===== config.mk =====
export PLATFORM = sky130hd
export DESIGN_NAME = i2c_reg_init_master
export DESIGN_NICKNAME = d
export VERILOG_FILES = /design/src/rtl/i2c_reg_init_master.sv
export SDC_FILE = /design/constraint.sdc
export NUM_CORES = 1
export LEC_CHECK = 0
export CAP_MARGIN = 20
export CORE_MARGIN = 2
export CORE_UTILIZATION = 54
export DETAILED_ROUTE_END_ITERATION = 8
export PLACE_DENSITY = 0.8
export RECOVER_POWER = 100
export SKIP_LAST_GASP = 1
export SLEW_MARGIN = 0
export SYNTH_ARGS = -nofsm -noshare
export SYNTH_HDL_FRONTEND = slang
export SYNTH_SLANG_ARGS = --single-unit

===== constraint.sdc =====
create_clock -name clk -period 2.5 [get_ports clk]
set_input_delay 0.75 -clock clk [delete_from_list [all_inputs] [get_ports clk]]
set_output_delay 0.75 -clock clk [all_outputs]
set_load 0.005 [all_outputs]

===== src/rtl/i2c_reg_init_master.sv =====
// Write-only I2C master that walks a register table (subaddress + data per entry), checks
// every ACK, retries failed transactions and reports done / err with the failing index.
module i2c_reg_init_master #(
  parameter int unsigned CLK_DIV   = 500,
  parameter logic [6:0]  DEV_ADDR  = 7'h24,
  parameter int unsigned NUM_REGS  = 24,
  parameter bit          BURST     = 1'b1,
  parameter int unsigned MAX_RETRY = 3
) (
  input  logic       clk,
  input  logic       rst_n,
  input  logic       start,
  output logic [7:0] tbl_idx,
  input  logic [7:0] tbl_sub,
  input  logic [7:0] tbl_data,
  output logic       scl,
  input  logic       sda_i,
  output logic       sda_oe,
  output logic       busy,
  output logic       done,
  output logic       err,
  output logic [7:0] err_idx
);

  localparam int unsigned QDiv     = CLK_DIV / 4;
  localparam int unsigned CntW     = (QDiv > 1) ? $clog2(QDiv) : 1;
  localparam int unsigned RetryW   = (MAX_RETRY > 0) ? $clog2(MAX_RETRY + 1) : 1;
  localparam logic [7:0]  AddrByte = {DEV_ADDR, 1'b0};
  localparam logic [7:0]  LastIdx  = 8'(NUM_REGS - 1);
  localparam logic [CntW-1:0]   CntMax   = CntW'(QDiv - 1);
  localparam logic [RetryW-1:0] RetryMax = RetryW'(MAX_RETRY);

  typedef enum logic [3:0] {
    StIdle, StStart, StAddr, StAckA, StSub, StAckS, StData, StAckD,
    StStop, StHold, StDone, StErr
  } state_e;

  state_e            state_q, state_d;
  logic [CntW-1:0]   cnt_q, cnt_d;
  logic [1:0]        q_q, q_d;
  logic [7:0]        shift_q, shift_d;
  logic [2:0]        bit_q, bit_d;
  logic [RetryW-1:0] retry_q, retry_d;
  logic              ack_q, ack_d;
  logic              last_q, last_d;
  logic              fail_q, fail_d;
  logic [7:0]        tbl_idx_q, tbl_idx_d;
  logic [7:0]        err_idx_q, err_idx_d;
  logic              scl_q, scl_d;
  logic              sda_oe_q, sda_oe_d;
  logic              busy_q, busy_d;
  logic              done_q, done_d;
  logic              err_q, err_d;

  logic       tick, active;
  logic       at_q0, at_q1, at_q2, at_q3;
  logic       load;
  logic [7:0] load_byte;

  assign active = (state_q != StIdle) && (state_q != StDone) && (state_q != StErr);
  assign tick   = active && (cnt_q == CntMax);
  assign at_q0  = tick && (q_q == 2'd0);
  assign at_q1  = tick && (q_q == 2'd1);
  assign at_q2  = tick && (q_q == 2'd2);
  assign at_q3  = tick && (q_q == 2'd3);

  always_comb begin
    state_d   = state_q;
    cnt_d     = cnt_q;
    q_d       = q_q;
    shift_d   = shift_q;
    bit_d     = bit_q;
    retry_d   = retry_q;
    ack_d     = ack_q;
    last_d    = last_q;
    fail_d    = fail_q;
    tbl_idx_d = tbl_idx_q;
    err_idx_d = err_idx_q;
    scl_d     = scl_q;
    sda_oe_d  = sda_oe_q;
    busy_d    = busy_q;
    done_d    = done_q;
    err_d     = err_q;
    load      = 1'b0;
    load_byte = 8'h00;

    if (active) begin
      cnt_d = tick ? '0 : cnt_q + CntW'(1);
      if (tick) q_d = q_q + 2'd1;
      if (at_q0) scl_d = 1'b1;
      // SCL stays high from the STOP rising edge through the idle hold period
      if (at_q2 && (state_q != StStop) && (state_q != StHold)) scl_d = 1'b0;
    end else begin
      cnt_d    = '0;
      q_d      = 2'd0;
      scl_d    = 1'b1;
      sda_oe_d = 1'b0;
    end

    case (state_q)
      StIdle: begin
        if (start) begin
          state_d = StStart;
          done_d  = 1'b0;
          err_d   = 1'b0;
          busy_d  = 1'b1;
          retry_d = '0;
          last_d  = 1'b0;
          fail_d  = 1'b0;
        end
      end
      StStart: begin
        if (at_q1) sda_oe_d = 1'b1;
        if (at_q3) begin
          state_d   = StAddr;
          load      = 1'b1;
          load_byte = AddrByte;
        end
      end
      StAddr, StSub, StData: begin
        if (at_q3) begin
          if (bit_q == 3'd0) begin
            sda_oe_d = 1'b0;
            state_d  = (state_q == StAddr) ? StAckA :
                       (state_q == StSub)  ? StAckS : StAckD;
          end else begin
            shift_d  = {shift_q[6:0], 1'b0};
            bit_d    = bit_q - 3'd1;
            sda_oe_d = ~shift_q[6];
          end
        end
      end
      StAckA, StAckS, StAckD: begin
        if (at_q1) begin
          ack_d = ~sda_i;
          if (sda_i) begin
            if (retry_q == RetryMax) fail_d = 1'b1;
            else                     retry_d = retry_q + RetryW'(1);
          end else if (state_q == StAckD) begin
            // Advance here so tbl_data has settled before the next byte loads at q3
            retry_d = '0;
            if (tbl_idx_q == LastIdx) last_d = 1'b1;
            else                      tbl_idx_d = tbl_idx_q + 8'd1;
          end
        end
        if (at_q3) begin
          if (!ack_q) begin
            state_d  = StStop;
            sda_oe_d = 1'b1;
          end else if (state_q == StAckA) begin
            state_d   = StSub;
            load      = 1'b1;
            load_byte = tbl_sub;
          end else if ((state_q == StAckS) || (BURST && !last_q)) begin
            state_d   = StData;
            load      = 1'b1;
            load_byte = tbl_data;
          end else begin
            state_d  = StStop;
            sda_oe_d = 1'b1;
          end
        end
      end
      StStop: begin
        if (at_q1) sda_oe_d = 1'b0;
        if (at_q3) state_d = StHold;
      end
      StHold: begin
        if (at_q3) begin
          if (fail_q) begin
            state_d   = StErr;
            err_d     = 1'b1;
            err_idx_d = tbl_idx_q;
            busy_d    = 1'b0;
            tbl_idx_d = 8'd0;
          end else if (last_q) begin
            state_d   = StDone;
            done_d    = 1'b1;
            busy_d    = 1'b0;
            tbl_idx_d = 8'd0;
          end else begin
            state_d = StStart;
          end
        end
      end
      StDone, StErr: state_d = StIdle;
      default:       state_d = StIdle;
    endcase

    if (load) begin
      shift_d  = load_byte;
      bit_d    = 3'd7;
      sda_oe_d = ~load_byte[7];
    end
  end

  always_ff @(posedge clk or negedge rst_n) begin
    if (!rst_n) begin
      state_q   <= StIdle;
      cnt_q     <= '0;
      q_q       <= 2'd0;
      shift_q   <= 8'h00;
      bit_q     <= 3'd0;
      retry_q   <= '0;
      ack_q     <= 1'b0;
      last_q    <= 1'b0;
      fail_q    <= 1'b0;
      tbl_idx_q <= 8'd0;
      err_idx_q <= 8'd0;
      scl_q     <= 1'b1;
      sda_oe_q  <= 1'b0;
      busy_q    <= 1'b0;
      done_q    <= 1'b0;
      err_q     <= 1'b0;
    end else begin
      state_q   <= state_d;
      cnt_q     <= cnt_d;
      q_q       <= q_d;
      shift_q   <= shift_d;
      bit_q     <= bit_d;
      retry_q   <= retry_d;
      ack_q     <= ack_d;
      last_q    <= last_d;
      fail_q    <= fail_d;
      tbl_idx_q <= tbl_idx_d;
      err_idx_q <= err_idx_d;
      scl_q     <= scl_d;
      sda_oe_q  <= sda_oe_d;
      busy_q    <= busy_d;
      done_q    <= done_d;
      err_q     <= err_d;
    end
  end

  assign tbl_idx = tbl_idx_q;
  assign err_idx = err_idx_q;
  assign scl     = scl_q;
  assign sda_oe  = sda_oe_q;
  assign busy    = busy_q;
  assign done    = done_q;
  assign err     = err_q;

endmodule


After elaboration in Yosys (flattened, before gate mapping)

Cells that the tools add are included.

Register bits after elaboration: 49
Input port bits: 20
Output and inout port bits: 21
Word-level logic and storage cells: 188

Add/subtract/negate cells: 5
Equal/unequal tests: 42
Multiplexer cells: 89
Bitwise logic cells: 3
Reductions and logical operators: 33

Operators by type and width:

| kind                                                                   | count |
|---|---|
| 8-bit 2-to-1 mux                                                       | 11 |
| 7-bit 2-to-1 mux                                                       | 7 |
| 4-bit 2-to-1 mux                                                       | 12 |
| 2-bit != test (second input constant)                                  | 19 |
| 1-bit 2-to-1 mux                                                       | 35 |
| 8-bit case mux with 2 select lines                                     | 2 |
| 4-bit case mux with 6 select lines                                     | 1 |
| 4-bit by 3-bit equality test with 1-bit output (second input constant) | 4 |
| 2-bit 2-to-1 mux                                                       | 8 |
| 4-bit != test (second input constant)                                  | 4 |
| 3-bit 2-to-1 mux                                                       | 5 |
| 5-bit AND reduction                                                    | 3 |
| 7-bit AND reduction                                                    | 2 |
| 1-bit case mux with 2 select lines                                     | 6 |
| 2-bit nonzero test                                                     | 5 |
| 1-bit logical AND                                                      | 9 |
| 3-bit != test (second input constant)                                  | 3 |
| 8-bit by 1-bit adder with 8-bit output (second input constant)         | 1 |
| 4-bit by 2-bit equality test with 1-bit output (second input constant) | 2 |
| 4-bit equality test (second input constant)                            | 2 |
| 8-bit by 5-bit equality test with 1-bit output (second input constant) | 1 |
| 4-bit AND reduction                                                    | 2 |
| 7-bit by 1-bit adder with 7-bit output (second input constant)         | 1 |
| 7-bit equality test (second input constant)                            | 1 |
| 19 further kinds                                                       | 26 |

Depth between registers and ports, before layout

Gate-level depths: netlist of the first run.

Depth after elaboration: 10
Gate-level depth with buffers: 8
Gate-level depth less buffers: 7

Worst setup path after synthesis of the first run

Ideal clock, no wire load.

Kind: input port to flip-flop
Start point: input sda_i
End point: register tbl_idx_q[5] (netlist: tbl_idx[5])
Library setup time: 76 ps
Arrival: 1966 ps
Data required time: 2424 ps
Setup slack: 458 ps
Stages: 5
Buffers on the path: 0
Cell sequence: and3b_2 -> nor3_1 -> or4_4 -> or4_1 -> o21ai_1

Word-level cells in the longest chain between the ends: 2

Ends and longest elaborated chain:

| what                          | line | source |
|---|---|---|
| from (decl)                   | 17   | `input logic sda_i,` |
| 2-bit != test (no line)       | -    |  |
| 7-bit AND reduction (no line) | -    |  |
| to (signal assigned)          | 225  | `tbl_idx_q <= tbl_idx_d;` |
| to (decl)                     | 47   | `logic [7:0] tbl_idx_q, tbl_idx_d;` |

Every way passes these cells.
A chain may end at the register's enable or synchronous reset.

Worst setup path after layout of the first run

Ends and elaborated chain as after synthesis.

==> results of run 1 <==
==> area by class of cell <==
cell class | count | share of cell area
Inverter | 12 | 0.01314
Clock buffer | 7 | 0.02518
Tap cell | 70 | 0.02555
Multi-Input combinational cell | 216 | 0.4245
Timing Repair Buffer | 54 | 0.1449
Clock inverter | 1 | 0.008759
Sequential cell | 49 | 0.3580
==> registers in the layout (all words and copies together), names as in the netlist <==
name     count
q_q          2
ack_q        1
tbl_idx      8
done         1
cnt_q        7
scl          1
state_q      4
retry_q      2
shift_q      7
sda_oe       1
last_q       1
err_idx      8
err          1
fail_q       1
busy         1
bit_q        3
==> cell usage after synthesis (4+ instances only) <==
master                     count  area share
sky130_fd_sc_hd__a22oi_1       6       0.016
sky130_fd_sc_hd__a221oi_1      4       0.012
sky130_fd_sc_hd__and3_1        5       0.011
sky130_fd_sc_hd__xor2_1        4       0.012
sky130_fd_sc_hd__o21a_1        5       0.013
sky130_fd_sc_hd__clkbuf_1      5      0.0066
sky130_fd_sc_hd__a31oi_1       5       0.011
sky130_fd_sc_hd__inv_1        12       0.016
sky130_fd_sc_hd__dfrtp_1      48        0.43
sky130_fd_sc_hd__a21oi_1      15       0.027
sky130_fd_sc_hd__ha_1         10       0.044
sky130_fd_sc_hd__nand2_1      23       0.031
sky130_fd_sc_hd__nand2b_1      4      0.0089
sky130_fd_sc_hd__mux2_2        6       0.024
sky130_fd_sc_hd__nand3_1      17       0.030
sky130_fd_sc_hd__nor3_1        5      0.0089
sky130_fd_sc_hd__o221ai_1      4       0.012
sky130_fd_sc_hd__o21ai_0      14       0.025
sky130_fd_sc_hd__nor2_1       22       0.029
sky130_fd_sc_hd__buf_2         4      0.0071
==> metrics by stage <==
| stage | TNS (ps) | hold WS [ps] | instances |
|---|---|---|---|
| 3_5_place_dp | -4.092 | 463.3 | 401 |
| 3_3_place_gp | 0 | 453.1 | 401 |
| 4_1_cts | 0 | 298.6 | 409 |
| 5_1_grt | 0 | 473.9 | 409 |
| 2_1_floorplan | 0 | 439.6 | 288 |
| 6_report | 0 | 422.7 | 409 |
==> routing by layer <==
layer	wire length (um)	part of all wire	vias to the layer above	track usage
li1	-	-	1191	-
met1	2800	0.44	1181	0.3091
met2	3179	0.50	68	0.4080
met3	287	0.045	11	0.04028
met4	93	0.015	0	0.07455
met5	0	0	-	0
==> cell families after synthesis <==
family	after synthesis	share of synthesized area
AND/OR/NAND/NOR	106	0.2140
AO/OA/AOI/OAI	88	0.2273
flip-flops	49	0.4346
buffers and inverters	23	0.03722
adder cells (fa/ha/maj)	10	0.04431
XOR/XNOR	6	0.01861
multiplexers	6	0.02392
==> where the power goes <==
part | leakage, nW | internal (mW) | switching, mW
registers | 0.620 | 0.792 | 0
clock network | 0.0585 | 0.326 | 0.257
logic | 0.826 | 0.0317 | 0.0234
==> worst max-delay path by stage <==
stage | from | endpoint | slack [ps] | depth (start not counted)
2_1_floorplan | sda_i | tbl_idx[5] | 460 | 5
3_3_place_gp | sda_i | tbl_idx[5] | 0.4 | 6
3_5_place_dp | sda_i | tbl_idx[5] | -4 | 6
4_1_cts | sda_i | tbl_idx[5] | 320 | 6
5_1_grt | state_q[2] | shift_q[1] | 160 | 5
6_report | sda_i | tbl_idx[5] | 320 | 6
==> results list, run 1 <==
- Entering global routing, the biggest net connects 25 pins.
* Count of cell types in the netlist: 65
- Starting density of the core: 0.5565
- Final net count: 368
* Resize count post-CTS: 0
* Fraction of the yosys area taken by sequential cells: 0.4346
- In this run the cell area measured after placement is 3364 sq um.
* Final non-filler cell area: 3428 sq um
* Synthesis-to-layout area growth: 21.40%
- Setup violations remaining at the end of the flow were counted as 0.
- Library cell used as clock root buffer: sky130_fd_sc_hd__clkbuf_8
- Synthesized area per cell: 9.805 sq um
- WP buf/inv: 1
* Endpoint of the worst-slack reg-to-reg timing path: shift_q[1]
- The clock reaches the later pin of the worst-skew pair after 310 ps.
* Type of the worst min-delay path: in -> async
- Power per unit of standard cell area: 417.2 nW/um^2
- Of all flip-flops after synthesis, the portion carrying an async set or reset was 1.000.
- The worst setup path is captured at a flip-flop.
- Number of cell instances on the worst register-to-register path: 5
- RSZ-0062 raised after global routing: false
* Clock Sinks: 49
- Clock tree synthesis inserted a total of 5 buffers.
- Final weighted congestion in routability-driven placement: 0.8558
- Port buffering added 40 buffers.
- Total power draw: 1.430 mW
* Max-cap check violation count: 0
- Iteration count of the initial detailed-routing pass: 5
- The count of nets left with antenna violations once routing finished came out at 0.
- When the netlist entered floorplanning its net count stood at 318.
- Core occupancy in the finished layout: 0.6755
- For this run, the top clock speed supported by timing is 457.9 MHz.
- EDFF count, synth: 0
- In this design, the largest share of critical-path delay is due to simple AND/OR/NAND/NOR gates.
* Antenna violations before repair: 0
- The number of slew-limit violations in the final report came to 0.
* Total I/O pin count: 41
- Clk buf depth: 2
- # diodes: 0
- Total standard cell area after synthesis: 2824 sq um
- Max incr delay on CP: 470 ps
- The wire-length estimate of the detail-placed layout is 4756 um.
* Overall global routing resource usage: 0.2381
- Leaving out fill and tap cells, the most frequent cell in the layout is sky130_fd_sc_hd__dfrtp_1.
- CTS tree: built
- Slowest cell on the critical path: sky130_fd_sc_hd__or4_4
- Gate count after technology mapping: 288
- Setup WS post-layout: 315.9 ps
- After detailed routing, the total wire length is 6361 um.
* Number of hold violations in the final report: 0
* Fraction of final layout cells sized beyond drive strength 1: 0.1150
- In this run the static leakage power is 1.504 nW.
- Post-detailed-route via-to-cell ratio: 5.993
- STA puts the critical path data arrival time at 2420 ps.
- Measured along the x axis, the die boundary spans 76.32 um.
- The first routing iteration left 187 violations.
- Number of rows created at floorplan: 26
- Setup skew after layout: 10.35 ps
- Run status: completed
* Flop-to-flop setup slack: 340 ps
- Most used cells in the layout excluding fill and tap cells: sky130_fd_sc_hd__dfrtp_1 (48), sky130_fd_sc_hd__nand2_1 (23), sky130_fd_sc_hd__nor2_1 (22), sky130_fd_sc_hd__dlygate4sd3_1 (21), sky130_fd_sc_hd__clkdlybuf4s50_1 (18)
* Type of the setup path with the least slack: in -> reg
* Critical path startpoint category: input pin
- CTS Hold Bufs: 0
- DIE HEIGHT: 76.32 um
- During synthesis, Yosys emitted a total of 0 warnings.
- Drc violations: 0
- Counting the fill cells in the layout gives 416.
- Register Area: 1227 sq um
- Number of setup buffers added after CTS: 0
- List of cells traversed by the critical path: clkdlybuf4s50_1, and3b_2, nor3_1, or4_4, or4_1, o21ai_0
- Req. time, crit path: 2730 ps
- In the synthesized netlist the dominant register cell turns out to be sky130_fd_sc_hd__dfrtp_1.
- Counting flops and latches in the post-synthesis netlist gives 49.
* Placeable Area: 5075 sq um
- For the pin with the worst max-slew slack, the measured transition is 849.4 ps.
* Highest net fanout along the worst path: 2
- Slew margin rel.: 0.4337
* Clock edge transition at the registers on the reported setup and hold paths: 90 ps
- The first global-routing pass estimated 11390 um of wire.
- For this run the aggregate overflow at the end of global routing stands at 0.
- Post-layout minimum cycle time: 2184 ps
- Startpoint of the worst-slack reg-to-reg timing path: state_q[2]
* Routed length per instance: 15.55 um
* Peak supply drop: 0.3987 mV
- Post-route fraction of the period consumed by the critical path: 0.8736
- The die covers 5824 sq um.
- Prior to clock tree synthesis, the placed netlist has a worst setup slack of -4.092 ps.
- Vias: 2451
* Via count of the first global-routing pass: 2429
* Area of the multi-input gates: 1455 sq um
* CTS H-tree depth: 2
No activity file was read; power rests on OpenSTA's default activity.
==> run 2, diff against run 1 <==
- CORE_UTILIZATION: 54 -> 30
- PLACE_DENSITY: 0.8 -> 0.5
==> run 2 against run 1 <==
  * Worst hold slack better by 50 ps
  * Core utilization shrank 30 points
  * Combinational power decreased by 6.9%
  * Total power is 0.77% higher
  * Largest cell class unchanged
  * Critical path depth did not move
==> results list, run 2 (same netlist as run 1, synthesis figures left out) <==
* Leakage Power: 1.490 nW
- Port buffering added 40 buffers.
- The core region is 9196 sq um.
- Max-cap violations in this run came to 0.
- Setup violations remaining at the end of the flow were counted as 0.
* Number of cell instances on the worst register-to-register path: 5
- In the global route stage, overall resource usage came out at 0.1401.
- In this run the cell area measured after placement is 3408 sq um.
- For the final database, setup skew stands at 16.73 ps.
- Clock tree synthesis inserted a total of 5 buffers.
- Overall die width: 101.0 um
- The later pin in the worst-skew pair is clocked with a latency of 310 ps.
- Max Clk Rate: 426.7 MHz
* Half-perimeter wire length after placement: 5072 um
- Measured slew at the worst slew-check pin: 1076 ps
- In this run, post-CTS repair resized a total of 0 instances.
- Dividing the detail-routed wire length by the instance count gives 15.00 um.
- Post-CTS timing repair inserted 0 buffers for setup.
- The first global-routing pass estimated 11290 um of wire.
- Die area: 10210 sq um
* Post-route fraction of the period consumed by the critical path: 0.9375
- Clk buf depth: 2
- Synthesis-to-layout area growth: 22.46%
- After layout, the minimum clock period comes to 2344 ps.
- Setup tns final: 0 ps
* Req. time, crit path: 2740 ps
* Placed cells: 441
- CTS tree: built
- Total I/O pin count: 41
* Peak supply drop: 0.1847 mV
* Most common library cell in the layout ignoring fill and taps: sky130_fd_sc_hd__dfrtp_1
- Largest net degree at the start of global routing: 32
- Data on the critical path arrives at its endpoint at 2580 ps.
* Final weighted congestion in routability-driven placement: 0.7565
* Via count of the first global-routing pass: 2219
- The count of final hold-check violations came to 0.
- After routing the design area is 3458 sq um.
* Iteration count of the initial detailed-routing pass: 4
* Core occupancy in the finished layout: 0.3761
* Run status: completed
- The worst setup path is captured at a flip-flop.
- CTS H-tree depth: 2
- After detailed routing, the number of vias per cell comes to 5.216.
- The initial utilization of the core area, before any placement, comes to 0.3071.
* Type of the setup path with the least slack: in -> reg
- Drc violations: 0
- The tree built by TritonCTS fans out to 49 sinks.
- Critical path startpoint category: input pin
* Final net count: 367
- Vias: 2342
- Antenna violations before repair: 0
- RSZ-0062 raised after global routing: false
* Type of the worst min-delay path: reg -> reg
* Overflow left after global routing: 0
* CTS Hold Bufs: 0
- Cell depth of the worst min-delay path: 1
- In this run the worst path has a maximum fanout of 2.
* Library cell used as clock root buffer: sky130_fd_sc_hd__clkbuf_8
- Fill cell total of the finished layout: 972
- Wirelength, routed: 6734 um
* DIE HEIGHT: 101.0 um
- The number of antenna diodes in the final layout is 0.
- Fraction of final layout cells sized beyond drive strength 1: 0.1124
- Clock edge transition at the registers on the reported setup and hold paths: 100 ps
- Max Slew Vio Count: 0
- In the layout the commonest cells are sky130_fd_sc_hd__dfrtp_1 (48), sky130_fd_sc_hd__nand2_1 (23), sky130_fd_sc_hd__nor2_1 (22), sky130_fd_sc_hd__dlygate4sd3_1 (21), sky130_fd_sc_hd__clkdlybuf4s50_1 (18).
- After floorplanning, the core was divided into 35 placement rows.
* Non-filler instance count after layout: 449
* First-iteration detailed-routing DRC count: 68
* Number of routed nets with antenna violations: 0
- Power per unit of standard cell area: 416.8 nW/um^2
* Slew margin rel.: 0.2826
run 2: routing by layer:
layer | track usage | vias up | wire (um)
li1 | - | 1182 | -
met1 | 0.1908 | 1106 | 3183
met2 | 0.2313 | 49 | 3214
met3 | 0.02427 | 5 | 280
met4 | 0.03534 | 0 | 56
met5 | 0 | - | 0
run 2: final timing paths:
| check | slack (ps) | start | to |
|---|---|---|---|
| setup / recovery | 160 | sda_i | tbl_idx[5] |
| hold / removal | 470 | bit_q[0] | bit_q[0] |
| max in group asynchronous | 550 | rst_n | state_q[3] |
| min in group asynchronous | 610 | rst_n | shift_q[0] |
| setup reg to reg | 330 | state_q[2] | tbl_idx[5] |
| hold reg to reg | 470 | bit_q[0] | bit_q[0] |
run 2: cell type report:
type	count	area, sq um	area share
Timing Repair Buffer	53	474.2	0.1371
Tap cell	111	138.9	0.04016
Clock inverter	1	30.03	0.008683
Multi-Input combinational cell	216	1456	0.4211
Inverter	12	45.04	0.01302
Clock buffer	7	86.33	0.02496
Sequential cell	49	1227	0.3549
run 2: metrics by stage:
step                      power, mW  hold slack (ps)  setup slack, ps
after CTS                     1.469            397.4            307.5
after floorplan              0.8117            439.6            457.6
final                         1.441            472.8            156.4
after global placement       0.8642            455.9           -5.834
after detailed placement     0.8645            462.6           -19.23
after global routing          1.502            500.1            104.2
run 2: critical path, stage by stage:
cell and delay (ps):
sky130_fd_sc_hd__dlygate4sd3_1 560, sky130_fd_sc_hd__and3b_2 240, sky130_fd_sc_hd__nor3_1 50, sky130_fd_sc_hd__or4_4 480, sky130_fd_sc_hd__or4_1 410, sky130_fd_sc_hd__o21ai_0 80
run 2: where the power goes:
group / switching [mW] / internal, mW
clock: 0.272 / 0.327
sequential: 0 / 0.792
combinational: 0.0228 / 0.0284
==> run 3, diff against run 2 <==
- SLEW_MARGIN: 0 -> 25
==> results of run 3 <==
Same layout as run 2: the final DEF is identical, and so are final timing and power.
